File: src/rtl/i2s_rx_deserializer_pkg.sv
// Shared types and helpers for the I2S receive deserializer.
// The optional peak meter (I2S_RX_PEAK_EN) uses abs_sat below.
package i2s_pkg;

    typedef enum logic [1:0] {
        ALIGN,
        SHIFT,
        PAD
    } rx_state_t;

    localparam int I2S_DEFAULT_SAMPLE_W = 16;

    // Magnitude of a w-bit two's complement value.
    // The most negative code saturates to the largest positive one.
    function automatic logic [31:0] abs_sat(
        input logic signed [31:0] v,
        input int unsigned        w
    );
        logic signed [31:0] most_neg;
        most_neg = -(32'sd1 <<< (w - 1));
        if (v == most_neg)
            return (32'd1 << (w - 1)) - 32'd1;
        if (v < 0)
            return $unsigned(-v);
        return $unsigned(v);
    endfunction

endpackage

File: src/rtl/i2s_rx_deserializer_if.sv
// Stereo sample handshake between the I2S receiver and its consumer.
// master = receiver side, slave = consumer side.
interface i2s_rx_deserializer_if #(
    parameter int SAMPLE_W = i2s_pkg::I2S_DEFAULT_SAMPLE_W
);
    logic [SAMPLE_W-1:0] sample_l;
    logic [SAMPLE_W-1:0] sample_r;
    logic                sample_valid;
    logic                sample_ready;

    modport master (
        output sample_l,
        output sample_r,
        output sample_valid,
        input  sample_ready
    );

    modport slave (
        input  sample_l,
        input  sample_r,
        input  sample_valid,
        output sample_ready
    );
endinterface

File: src/rtl/i2s_rx_deserializer_edge_sync.sv
// Synchronizes the codec pins into the Clk domain and
// produces a one-Clk strobe on each synchronized sclk rise.
module i2s_edge_sync #(
    parameter int SYNC_STAGES = 2
) (
    input  logic Clk,
    input  logic Reset,
    input  logic i2s_sclk,
    input  logic i2s_lrclk,
    input  logic i2s_din,
    output logic sclk_rise,
    output logic lrclk_s,
    output logic din_s
);
    logic [SYNC_STAGES-1:0] sclk_ff;
    logic [SYNC_STAGES-1:0] lrclk_ff;
    logic [SYNC_STAGES-1:0] din_ff;
    logic                   sclk_prev;

    // Equal-depth chains keep lrclk/din aligned with the sclk strobe
    always_ff @(posedge Clk or posedge Reset) begin
        if (Reset) begin
            sclk_ff   <= '0;
            lrclk_ff  <= '0;
            din_ff    <= '0;
            sclk_prev <= 1'b0;
        end else begin
            sclk_ff   <= {sclk_ff[SYNC_STAGES-2:0], i2s_sclk};
            lrclk_ff  <= {lrclk_ff[SYNC_STAGES-2:0], i2s_lrclk};
            din_ff    <= {din_ff[SYNC_STAGES-2:0], i2s_din};
            sclk_prev <= sclk_ff[SYNC_STAGES-1];
        end
    end

    assign sclk_rise = sclk_ff[SYNC_STAGES-1] & ~sclk_prev;
    assign lrclk_s   = lrclk_ff[SYNC_STAGES-1];
    assign din_s     = din_ff[SYNC_STAGES-1];
endmodule

File: src/rtl/i2s_rx_deserializer.sv
// I2S ADC receiver: deserializes L/R slots into stereo pairs on a handshake.
// Define I2S_RX_PEAK_EN to add the peak_level magnitude meter.
module i2s_rx_deserializer import i2s_pkg::*; #(
    parameter int SAMPLE_W    = I2S_DEFAULT_SAMPLE_W,
    parameter int SYNC_STAGES = 2
) (
    input  logic                  Clk,
    input  logic                  Reset,
    input  logic                  i2s_sclk,
    input  logic                  i2s_lrclk,
    input  logic                  i2s_din,
    i2s_rx_deserializer_if.master smp,
    output logic                  overrun,
    input  logic                  clear_overrun
`ifdef I2S_RX_PEAK_EN
    ,
    output logic [SAMPLE_W-1:0]   peak_level
`endif
);
    localparam int CNT_W = $clog2(SAMPLE_W + 1);
    localparam logic [SAMPLE_W-1:0] MSB_ONE = {1'b1, {(SAMPLE_W-1){1'b0}}};

    logic                sclk_rise;
    logic                lrclk_s;
    logic                din_s;
    logic                lr_prev;
    logic                boundary;
    rx_state_t           state_q;
    rx_state_t           state_d;
    logic [CNT_W-1:0]    cnt_q;
    logic [SAMPLE_W-1:0] slot_q;
    logic [SAMPLE_W-1:0] slot_word;
    logic [SAMPLE_W-1:0] left_q;
    logic                slot_open;
    logic                slot_close;
    logic                shift_en;
    logic                commit;
    logic                accept;

    i2s_edge_sync #(
        .SYNC_STAGES (SYNC_STAGES)
    ) u_sync (
        .Clk       (Clk),
        .Reset     (Reset),
        .i2s_sclk  (i2s_sclk),
        .i2s_lrclk (i2s_lrclk),
        .i2s_din   (i2s_din),
        .sclk_rise (sclk_rise),
        .lrclk_s   (lrclk_s),
        .din_s     (din_s)
    );

    assign boundary = sclk_rise && (lrclk_s != lr_prev);

    // Bits land left-aligned, so a short slot is already zero-filled
    assign slot_word = (state_q == SHIFT && din_s)
                     ? (slot_q | (MSB_ONE >> cnt_q)) : slot_q;

    assign commit = slot_close && lr_prev;
    assign accept = smp.sample_valid && smp.sample_ready;

    // FSM state register
    always_ff @(posedge Clk or posedge Reset) begin
        if (Reset)
            state_q <= ALIGN;
        else
            state_q <= state_d;
    end

    // FSM next state, advanced only on the sclk strobe
    always_comb begin
        state_d = state_q;
        if (sclk_rise) begin
            unique case (state_q)
                ALIGN: if (boundary && !lrclk_s) state_d = SHIFT;
                SHIFT: begin
                    if (boundary)
                        state_d = SHIFT;
                    else if (cnt_q == CNT_W'(SAMPLE_W - 1))
                        state_d = PAD;
                end
                PAD:   if (boundary) state_d = SHIFT;
                default: state_d = ALIGN;
            endcase
        end
    end

    // FSM output decode
    always_comb begin
        slot_open  = 1'b0;
        slot_close = 1'b0;
        shift_en   = 1'b0;
        if (sclk_rise) begin
            unique case (state_q)
                ALIGN: slot_open = boundary && !lrclk_s;
                SHIFT: begin
                    shift_en   = 1'b1;
                    slot_close = boundary;
                end
                PAD:   slot_close = boundary;
                default: ;
            endcase
        end
    end

    // Slot register, saturating bit count and previous lrclk
    always_ff @(posedge Clk or posedge Reset) begin
        if (Reset) begin
            slot_q  <= '0;
            cnt_q   <= '0;
            lr_prev <= 1'b0;
        end else begin
            if (sclk_rise)
                lr_prev <= lrclk_s;
            if (slot_open || slot_close) begin
                slot_q <= '0;
                cnt_q  <= '0;
            end else if (shift_en && cnt_q != CNT_W'(SAMPLE_W)) begin
                slot_q <= slot_word;
                cnt_q  <= cnt_q + 1'b1;
            end
        end
    end

    // Closed left slot waits here for its right partner
    always_ff @(posedge Clk or posedge Reset) begin
        if (Reset)
            left_q <= '0;
        else if (slot_close && !lr_prev)
            left_q <= slot_word;
    end

    // Output pair: a simultaneous accept frees room for the new pair
    always_ff @(posedge Clk or posedge Reset) begin
        if (Reset) begin
            smp.sample_l     <= '0;
            smp.sample_r     <= '0;
            smp.sample_valid <= 1'b0;
        end else if (commit && (!smp.sample_valid || smp.sample_ready)) begin
            smp.sample_l     <= left_q;
            smp.sample_r     <= slot_word;
            smp.sample_valid <= 1'b1;
        end else if (accept) begin
            smp.sample_valid <= 1'b0;
        end
    end

    // Sticky overrun; a new drop beats a same-cycle clear
    always_ff @(posedge Clk or posedge Reset) begin
        if (Reset)
            overrun <= 1'b0;
        else if (commit && smp.sample_valid && !smp.sample_ready)
            overrun <= 1'b1;
        else if (clear_overrun)
            overrun <= 1'b0;
    end

`ifdef I2S_RX_PEAK_EN
    logic [SAMPLE_W-1:0] mag_l;
    logic [SAMPLE_W-1:0] mag_r;
    logic [SAMPLE_W-1:0] peak_d;

    // Peak over every committed pair, dropped ones included
    always_comb begin
        mag_l  = SAMPLE_W'(abs_sat(32'(signed'(left_q)), SAMPLE_W));
        mag_r  = SAMPLE_W'(abs_sat(32'(signed'(slot_word)), SAMPLE_W));
        peak_d = (accept && clear_overrun) ? '0 : peak_level;
        if (commit) begin
            if (mag_l > peak_d) peak_d = mag_l;
            if (mag_r > peak_d) peak_d = mag_r;
        end
    end

    // Peak register
    always_ff @(posedge Clk or posedge Reset) begin
        if (Reset)
            peak_level <= '0;
        else
            peak_level <= peak_d;
    end
`endif

endmodule
File: src/flat_wrapper.sv
// flat-port wrapper written by rule: the top's interface ports become plain ports
module i2s_rx_deserializer_flat import i2s_pkg::*;
#(
    parameter int SAMPLE_W    = I2S_DEFAULT_SAMPLE_W,
    parameter int SYNC_STAGES = 2
)
  (Clk, Reset, i2s_sclk, i2s_lrclk, i2s_din, overrun, clear_overrun, smp_sample_l, smp_sample_r, smp_sample_valid, smp_sample_ready);
  i2s_rx_deserializer_if #(.SAMPLE_W(SAMPLE_W)) smp_i ();
  input  logic Clk;
  input  logic Reset;
  input  logic i2s_sclk;
  input  logic i2s_lrclk;
  input  logic i2s_din;
  output logic overrun;
  input  logic clear_overrun;
  output wire logic [$bits(smp_i.sample_l)-1:0] smp_sample_l;
  output wire logic [$bits(smp_i.sample_r)-1:0] smp_sample_r;
  output wire logic [$bits(smp_i.sample_valid)-1:0] smp_sample_valid;
  input wire logic [$bits(smp_i.sample_ready)-1:0] smp_sample_ready;
  assign smp_sample_l = smp_i.sample_l;
  assign smp_sample_r = smp_i.sample_r;
  assign smp_sample_valid = smp_i.sample_valid;
  assign smp_i.sample_ready = smp_sample_ready;
  i2s_rx_deserializer #(.SAMPLE_W(SAMPLE_W), .SYNC_STAGES(SYNC_STAGES)) u_core (.Clk(Clk), .Reset(Reset), .i2s_sclk(i2s_sclk), .i2s_lrclk(i2s_lrclk), .i2s_din(i2s_din), .smp(smp_i), .overrun(overrun), .clear_overrun(clear_overrun));
endmodule
File: config.mk
export PLATFORM = sky130hd
export DESIGN_NAME = i2s_rx_deserializer_flat
export DESIGN_NICKNAME = d
export VERILOG_FILES = /design/src/rtl/i2s_rx_deserializer_pkg.sv /design/src/rtl/i2s_rx_deserializer_if.sv /design/src/rtl/i2s_rx_deserializer_edge_sync.sv /design/src/rtl/i2s_rx_deserializer.sv /design/src/flat_wrapper.sv
export SDC_FILE = /design/constraint.sdc
export NUM_CORES = 1
export LEC_CHECK = 0
export ABC_AREA = 1
export CORE_MARGIN = 2
export CORE_UTILIZATION = 37
export CTS_CLUSTER_SIZE = 12
export DETAILED_ROUTE_END_ITERATION = 16
export PLACE_DENSITY_LB_ADDON = 0.2
export RECOVER_POWER = 100
export SLEW_MARGIN = 5
export SYNTH_ARGS = -nofsm -noshare
export SYNTH_HDL_FRONTEND = slang
export SYNTH_SLANG_ARGS = --single-unit
File: constraint.sdc
create_clock -name Clk -period 2.8 [get_ports Clk]
set_input_delay 0.42 -clock Clk [delete_from_list [all_inputs] [get_ports Clk]]
set_output_delay 0.42 -clock Clk [all_outputs]
set_load 0.005 [all_outputs]
==> results of run 1 <==
cell type report:
class                      instances  share of cell area [%]
sequential                        81                    50.0
multi-input combinational        239                    27.9
timing repair buffer              43                    10.7
tap                              108                    3.33
inverter                          35                    3.30
clock buffer                      10                    3.15
clock inverter                     6                    1.60
how the worst max path moves through the flow:
stage	from	end	slack [ns]
2_1_floorplan	Reset	u_core.cnt_q[0]$_DFFE_PP0P_	0.30
3_3_place_gp	smp_sample_ready	u_core.smp.sample_l[6]$_DFFE_PP0P_	0.88
3_5_place_dp	smp_sample_ready	u_core.smp.sample_l[10]$_DFFE_PP0P_	0.82
4_1_cts	u_core.state_q[0]$_DFFE_PP0P_	u_core.smp.sample_l[10]$_DFFE_PP0P_	0.83
5_1_grt	u_core.state_q[0]$_DFFE_PP0P_	u_core.smp.sample_l[10]$_DFFE_PP0P_	0.38
6_report	u_core.state_q[0]$_DFFE_PP0P_	u_core.smp.sample_r[4]$_DFFE_PP0P_	0.66
cells by family (layout without fill, tap and decap cells):
| kind of cell | Yosys count | after routing | share of synthesized area [%] |
|---|---|---|---|
| compound gates | 56 | 56 | 8.24 |
| flops | 81 | 81 | 59.6 |
| fa+ha+maj | 11 | 11 | 4.04 |
| buf+inv | 48 | 94 | 6.51 |
| simple gates | 172 | 172 | 21.7 |
layout by cell type (no fill, tap or decap), types with 2 or more instances in the layout:
master / count
buf_4: 2
clkdlybuf4s50_1: 2
inv_6: 2
o21ai_0: 34
inv_1: 31
clkbuf_8: 9
nand4_1: 6
nor2_1: 33
dlygate4sd3_1: 38
clkinv_2: 3
inv_2: 2
nand3_1: 6
nand2_1: 105
nor3_1: 16
ha_1: 11
dfrtp_1: 81
a21oi_1: 22
nand2_2: 3
stage by stage:
| step | hold slack, ns | util [%] | cell area (um2) |
|---|---|---|---|
| after global placement | 0.333 | 44.1 | 3890 |
| after detailed placement | 0.336 | 44.1 | 3890 |
| after global routing | 0.363 | 46.1 | 4060 |
| after CTS | 0.357 | 46.3 | 4080 |
| final | 0.357 | 46.1 | 4060 |
| after floorplan | 0.331 | - | 3400 |
flip-flops by register name, summed over array words and instances (netlist names):
name and flops:
u_core.left_q 16, u_core.smp.sample_l 16, u_core.u_sync.sclk_ff 2, u_core.lr_prev 1, u_core.smp.sample_r 16, u_core.slot_q 16, u_core.u_sync.din_ff 2, u_core.overrun 1
u_core.u_sync.lrclk_ff 2, u_core.cnt_q 5, u_core.state_q 2, u_core.u_sync.sclk_prev 1, u_core.smp.sample_valid 1
power by group:
group          internal, W  leakage [nW]  switching (W)  total (W)
clock network     0.000416        0.0971       0.000437   0.000853
registers          0.00126          1.10      0.0000631    0.00132
logic             0.000181         0.870       0.000332   0.000513
layer usage:
metal  wire length, um  vias up  track usage (%)
met3               241        9             2.92
met2              2890       40             21.0
met5                 0        -                0
met4               126        0             6.01
met1              3440     1119             21.5
li1                  -     1247                -
==> summary.txt, run 1 <==
Place
  • Routability Congestion: 0.816
  • HPWL Detailed: 4620 um
  • I/O Buffers: 40
  • Setup WS pre-CTS: 0.823 ns
  • DP Cell Count: 506

Clocking
  • Worst-skew pair later-pin latency: 0.35 ns
  • CTS sink count: 81
  • Worst-path clk slew: 0.09 ns
  • Clock buffer depth: 2
  • CTS Root Cell: clkbuf_8
  • CTS HTree Levels: 3
  • Gates resized, CTS repair: 0
  • Post-CTS Setup Inserts: 0
  • CTS tree: yes
  • Hold Buf Count CTS: 0
  • TritonCTS Buffers: 9

Critical path
  • Cell Chain, Critical Path: inv_1, ha_1, inv_1, nor2_1, nand2_4, inv_2, nand2_1, nand2_1
  • CP max stage delay: 0.42 ns
  • Cell depth of the worst setup path: 8
  • Crit Path Max Fanout: 50
  • CP required: 3.09 ns
  • CP startpoint kind: flip-flop
  • Worst Path Class, Setup: reg -> reg
  • R2r endpoint: u_core.smp.sample_r[4]$_DFFE_PP0P_
  • Critical Path End Type: flip-flop
  • Delay-heaviest family, CP: simple AND/OR/NAND/NOR gates
  • Crit path buffers/inverters: 3
  • Reg2reg path depth: 8
  • Flop2flop setup slack: 0.66 ns
  • R2R Path Start: u_core.state_q[0]$_DFFE_PP0P_
  • Crit-path slowest cell: dfrtp_1
  • CP arrival: 2.44 ns

Timing
  • Period utilization: 76.6%
  • TNS Setup: 0 ns
  • Tmin final: 2.14 ns
  • Slew Limit Fails: 0
  • Setup violators final: 0
  • Final Hold Viols: 0
  • Post-route setup slack: 0.656 ns
  • RSZ-0062 raised after global routing: false
  • Skew final: 0.0129 ns
  • Slew @ Worst Pin: 1.13 ns
  • Worst slew margin relative to its limit: 24.1%
  • Fmax achieved: 0.467 GHz

Run
  • Max-cap violations: 0

Finish
  • Layout Cells excl Fill: 522
  • FF+latch area: 2030 um2
  • # diodes: 0
  • Area of the multi-input gates: 1130 um2
  • Layout cells sized above 1: 6.52%
  • Fill count: 839
  • Layout Nets: 427
  • P&R area growth vs syn: 19.2%

Synth
  • Yosys reg bits: 81
  • Post-synth cell types: 23
  • Yosys top cell area share: 59.6%
  • Post-synth ARST share: 100%
  • Post-Syn Instances: 368
  • Dominant synthesized flop cell: dfrtp_1
  • Most common cell in the netlist: nand2_1
  • Register area share after synthesis: 59.6%
  • Largest cells by area after synthesis: dfrtp_1 60%, nand2_1 11%, o21ai_0 4.7%
  • Post-synthesis cell area: 3400 um2
  • Post-synth top cells: 104 x nand2_1, 81 x dfrtp_1, 32 x o21ai_0, 31 x inv_1, 29 x nor2_1
  • Post-synth EDFFs: 0
  • Yosys warnings: 0
  • Cell taking the most area after synthesis: dfrtp_1
  • Synth Area per Inst: 9.25 um2
  • Post-synthesis net count: 386

Route
  • Via count: 2415
  • Wirelength per Cell: 12.8 um
  • Starting DRC count in detailed routing: 117
  • Initial DRT Pass Iterations: 4
  • DRT antenna net count: 0
  • Vias per cell: 4.63
  • Residual DRC: 0
  • Final WL: 6690 um

Power and ir drop
  • Maximum vdd ir drop: 0.341 mV
  • Overall power: 0.00269 W
  • Pwr dens: 663 nW/um2
  • P_leak: 2.07 nW

Die
  • Rows: 34
  • Starting Density: 38.6%
  • Core ar.: 8810 um2
  • I/O pin count: 41
  • Die width: 99.9 um
  • Die Y: 99.9 um
  • Die ar.: 9980 um2

Global route
  • Vias in the first global route: 2319
  • First-pass GRT wire length: 11500 um
  • GRT Util Overall: 14.5%
  • Initial antenna violation count: 0
  • Total gr overflow: 0
  • Largest net degree at the start of global routing: 51

Min path
  • Min-delay src: u_core.u_sync.lrclk_ff[0]$_DFF_PP0_
  • Worst Hold Path EP: u_core.u_sync.lrclk_ff[1]$_DFF_PP0_
  • Min-delay worst type: reg -> reg
  • Hold depth: 0

Run status
  • Outcome: completed
Power figures use the tool's default switching activity.
==> inputs of run 2 (changes only) <==
clock period = 2.1 ns   (was 2.8 ns; I/O delays follow)
==> summary.txt, run 2 (synthesis gave the netlist of run 1 again) <==
Timing
  • Setup violators final: 0
  • Fmax achieved: 0.561 GHz
  • RSZ-0062 raised after global routing: false
  • Period utilization: 84.9%
  • Final Hold Viols: 0
  • Slew Limit Fails: 0
  • TNS Setup: 0 ns
  • Skew final: 0.0132 ns
  • Worst slew margin relative to its limit: 27.6%
  • Tmin final: 1.78 ns
  • Slew @ Worst Pin: 1.09 ns

Global route
  • Total gr overflow: 0
  • Largest net degree at the start of global routing: 82
  • GRT Util Overall: 14.6%
  • Vias in the first global route: 2438
  • Initial antenna violation count: 0
  • First-pass GRT wire length: 11600 um

Power and ir drop
  • Pwr dens: 919 nW/um2
  • P_leak: 2.08 nW
  • Maximum vdd ir drop: 0.372 mV

Critical path
  • Worst Path Class, Setup: reg -> reg
  • Flop2flop setup slack: 0.32 ns
  • CP startpoint kind: flip-flop
  • Reg2reg path depth: 8
  • R2R Path Start: u_core.u_sync.sclk_prev$_DFF_PP0_
  • Crit Path Max Fanout: 36
  • R2r endpoint: u_core.smp.sample_r[1]$_DFFE_PP0P_
  • Critical Path End Type: flip-flop
  • CP required: 2.36 ns
  • CP arrival: 2.05 ns

Die
  • Die width: 99.9 um
  • Die Y: 99.9 um
  • Core ar.: 8810 um2
  • Starting Density: 38.6%
  • Rows: 34
  • I/O pin count: 41
  • Die ar.: 9980 um2

Finish
  • Commonest non-fill, non-tap cell in the layout: nand2_1
  • P&R area growth vs syn: 20.5%
  • Most frequent cells in the layout: 108 x nand2_1, 81 x dfrtp_1, 38 x dlygate4sd3_1, 34 x o21ai_0
  • Final Util: 46.6%
  • Layout cells sized above 1: 7.21%
  • Fill count: 860
  • Layout Nets: 429
  • # diodes: 0

Min path
  • Worst Hold Path EP: u_core.u_sync.din_ff[1]$_DFF_PP0_
  • Min-delay worst type: reg -> reg
  • Hold depth: 0
  • Min-delay src: u_core.u_sync.din_ff[0]$_DFF_PP0_

Route
  • DRT antenna net count: 0
  • Via count: 2482
  • Starting DRC count in detailed routing: 107
  • Final WL: 6740 um
  • Residual DRC: 0
  • Vias per cell: 4.74
  • Wirelength per Cell: 12.9 um
  • Initial DRT Pass Iterations: 4

Clocking
  • Post-CTS Setup Inserts: 0
  • Gates resized, CTS repair: 0
  • Clock buffer depth: 2
  • Hold Buf Count CTS: 0
  • CTS Root Cell: clkbuf_8
  • CTS tree: yes
  • CTS sink count: 81
  • Worst-path clk slew: 0.09 ns
  • Worst-skew pair later-pin latency: 0.36 ns
  • CTS HTree Levels: 3
  • TritonCTS Buffers: 9

Run
  • Max-cap violations: 0

Place
  • I/O Buffers: 40
  • HPWL Detailed: 4530 um
  • Routability Congestion: 0.756

Run status
  • Outcome: completed
-- run 2: cell count changes in the layout (fill, tap and decap cells not counted), sizes merged --
cell    previous run  this run
bufinv             1         2
clkbuf            10        12
inv               35        34
-- run 2: critical path: stages, from the launching register on --
cell      delay, ns
dfrtp_1        0.42
clkinv_1       0.05
nand2_1        0.08
nor2_1         0.19
nand2_1        0.19
nor2_4         0.18
nand2_4        0.14
buf_6          0.22
o21ai_0        0.21
-- run 2: how the worst max path moves through the flow --
stage | from | endpoint | slack [ns] | cells after the start
global placement | u_core.state_q[1]$_DFFE_PP0P_ | u_core.slot_q[9]$_DFFE_PP0P_ | 0.38 | 6
finish | u_core.u_sync.sclk_prev$_DFF_PP0_ | u_core.smp.sample_r[1]$_DFFE_PP0P_ | 0.32 | 8
floorplan | u_core.cnt_q[0]$_DFFE_PP0P_ | u_core.slot_q[13]$_DFFE_PP0P_ | 0.61 | 10
CTS | u_core.state_q[1]$_DFFE_PP0P_ | u_core.slot_q[9]$_DFFE_PP0P_ | 0.30 | 6
detailed placement | u_core.state_q[1]$_DFFE_PP0P_ | u_core.slot_q[14]$_DFFE_PP0P_ | 0.33 | 6
global route | u_core.state_q[1]$_DFFE_PP0P_ | u_core.cnt_q[4]$_DFFE_PP0P_ | 0.1 | 9
-- run 2: area by class of cell --
class                      count  area, um2  area share [%]
sequential                    81       2030            49.4
tap                          108        135            3.30
multi-input combinational    239       1140            27.7
clock buffer                  10        138            3.36
timing repair buffer          45        439            10.7
inverter                      35        136            3.33
clock inverter                 6       87.6            2.14
-- run 2: through the flow --
| stage | worst slack, ns | cell area (um2) | power (W) | instances | hold WS (ns) |
|---|---|---|---|---|---|
| global placement | 0.376 | 3920 | 0.00254 | 508 | 0.334 |
| floorplan | 0.610 | 3410 | 0.00230 | 368 | 0.331 |
| detailed placement | 0.329 | 3920 | 0.00256 | 508 | 0.335 |
| finish | 0.317 | 4100 | 0.00377 | 524 | 0.351 |
| global route | 0.0994 | 4100 | 0.00400 | 524 | 0.365 |
| CTS | 0.300 | 4140 | 0.00385 | 524 | 0.352 |
-- run 2: metal layers --
| metal | track usage (%) | part of all wire (%) |
|---|---|---|
| met1 | 20.0 | 50 |
| met2 | 23.0 | 44 |
| met3 | 2.92 | 3.6 |
| met4 | 6.01 | 1.9 |
| met5 | 0 | 0 |
-- run 2: power by group --
group          switching (W)  total, W  internal [W]
clock network       0.000582   0.00129      0.000706
logic               0.000458  0.000720      0.000262
registers          0.0000828   0.00176       0.00168
total                0.00112   0.00377       0.00265
==> inputs of run 3 (changes only) <==
clock period = 1.8 ns   (was 2.1 ns; I/O delays follow)
==> summary.txt, run 3 (synthesis gave the netlist of run 1 again) <==
Clocking
  • TritonCTS Buffers: 9
  • CTS HTree Levels: 3
  • Hold Buf Count CTS: 0
  • Clock buffer depth: 2
  • Worst-path clk slew: 0.08 ns
  • CTS tree: yes
  • CTS Root Cell: clkbuf_8
  • Worst-skew pair later-pin latency: 0.35 ns
  • CTS sink count: 81

Die
  • Die ar.: 9980 um2
  • Rows: 34
  • Die Y: 99.9 um
  • Core ar.: 8810 um2
  • Starting Density: 38.6%
  • I/O pin count: 41
  • Die width: 99.9 um

Critical path
  • Worst Path Class, Setup: reg -> reg
  • CP startpoint: u_core.state_q[0]$_DFFE_PP0P_
  • Crit path to: u_core.smp.sample_r[1]$_DFFE_PP0P_
  • R2r endpoint: u_core.smp.sample_r[1]$_DFFE_PP0P_
  • Critical Path End Type: flip-flop
  • Flop2flop setup slack: 0.12 ns
  • CP arrival: 1.90 ns
  • Crit Path Max Fanout: 25
  • Reg2reg path depth: 8
  • CP required: 2.03 ns
  • CP startpoint kind: flip-flop
  • R2R Path Start: u_core.state_q[0]$_DFFE_PP0P_

Global route
  • Largest net degree at the start of global routing: 33
  • GRT met2 Usage: 22.0%
  • First-pass GRT wire length: 11700 um
  • Vias in the first global route: 2365
  • Initial antenna violation count: 0
  • M3 GR Usage: 3.55%
  • GRT Util Overall: 14.9%
  • GRT met1 Usage: 21.5%
  • Top Usage Layer GRT: met2
  • Total gr overflow: 0

Run status
  • Outcome: completed

Timing
  • TNS Setup: 0 ns
  • Worst hold slack: 0.358 ns
  • Slew @ Worst Pin: 1.18 ns
  • Period utilization: 93.1%
  • Worst slew margin relative to its limit: 20.9%
  • Skew final: 0.0116 ns
  • Slew Limit Fails: 0
  • Tmin final: 1.68 ns
  • Setup violators final: 0
  • Final Hold Viols: 0
  • Fmax achieved: 0.597 GHz

Finish
  • Layout Nets: 436
  • Most frequent cells in the layout: 104 x nand2_1, 81 x dfrtp_1, 36 x clkdlybuf4s50_1, 32 x o21ai_0, 30 x inv_1
  • Layout cells sized above 1: 10.6%
  • # diodes: 0
  • Final Util: 48.1%
  • Commonest non-fill, non-tap cell in the layout: nand2_1
  • P&R area growth vs syn: 24.4%

Power and ir drop
  • Pwr dens: 1020 nW/um2
  • P_leak: 2.01 nW
  • Overall power: 0.00430 W
  • Maximum vdd ir drop: 0.375 mV

Route
  • Wirelength per Cell: 12.9 um
  • Starting DRC count in detailed routing: 119
  • Final WL: 6870 um
  • Via count: 2537
  • Residual DRC: 0
  • DRT antenna net count: 0
  • Vias per cell: 4.78
  • Initial DRT Pass Iterations: 4

Run
  • Max-cap violations: 0

Place
  • I/O Buffers: 40
  • HPWL Detailed: 4770 um
  • Routability Congestion: 0.810

Min path
  • Min-delay worst type: reg -> reg
==> run 3: cell count changes in the layout (fill, tap and decap cells not counted), moves of 3 or more <==
cell             before  now
nand2_1             108  104
nor2_4                2    5
dlygate4sd3_1        38    4
buf_12                0    6
clkinv_4              0    3
clkdlybuf4s50_1       2   36
nand2_2               0    4
buf_4                 2    5
==> run 3: how the worst min path moves through the flow <==
stage | startpoint | endpoint | cells past startpoint
finish | u_core.u_sync.lrclk_ff[0]$_DFF_PP0_ | u_core.u_sync.lrclk_ff[1]$_DFF_PP0_ | 0
floorplan | i2s_din | u_core.u_sync.din_ff[0]$_DFF_PP0_ | 0
global route | u_core.u_sync.lrclk_ff[0]$_DFF_PP0_ | u_core.u_sync.lrclk_ff[1]$_DFF_PP0_ | 0
CTS | Reset | u_core.smp.sample_l[3]$_DFFE_PP0P_ | 2
detailed placement | u_core.u_sync.lrclk_ff[0]$_DFF_PP0_ | u_core.u_sync.lrclk_ff[1]$_DFF_PP0_ | 0
global placement | u_core.u_sync.lrclk_ff[0]$_DFF_PP0_ | u_core.u_sync.lrclk_ff[1]$_DFF_PP0_ | 0
==> run 3: layout make-up <==
class,instances,area [um2]
Fill cell,826,4570
Tap cell,108,135
Sequential cell,81,2030
Inverter,35,136
Timing Repair Buffer,52,569
Clock buffer,9,124
Multi-Input combinational cell,239,1180
Clock inverter,7,60.1
==> run 3: stage by stage <==
stage               cell area [um2]  std cells  setup WS, ns
floorplan                      3410        368         0.310
detailed placement             4000        512       0.00790
global placement               4000        512        0.0712
CTS                            4190        528        0.0383
global route                   4230        531       -0.0192
finish                         4230        531         0.124
==> run 3: per-layer routing <==
| layer | vias up | part of all wire (%) |
|---|---|---|
| li1 | 1269 | - |
| met1 | 1204 | 50 |
| met2 | 58 | 45 |
| met3 | 6 | 4.6 |
| met4 | 0 | 1.2 |
| met5 | - | 0 |
==> run 3: where the power goes <==
| group | internal (W) | leakage (nW) | switching (W) |
|---|---|---|---|
| logic | 0.000419 | 0.817 | 0.000580 |
| registers | 0.00196 | 1.10 | 0.0000973 |
| clock network | 0.000523 | 0.0908 | 0.000721 |
| total | 0.00290 | 2.01 | 0.00140 |
==> run 3: critical path: stages (launching register included) <==
cell and delay (ns):
dfrtp_1 0.41, inv_1 0.08, ha_1 0.33, inv_1 0.08, nor2_4 0.21, nand2_8 0.12, buf_12 0.18, nand2_1 0.07
o21ai_0 0.07
==> run 3: what timing repair did <==
action                     in CTS  in global routing
setup endpoints to repair       3                 55
setup buffers                   0                  3
pin swaps                       0                  3
gates resized for setup         2                  6
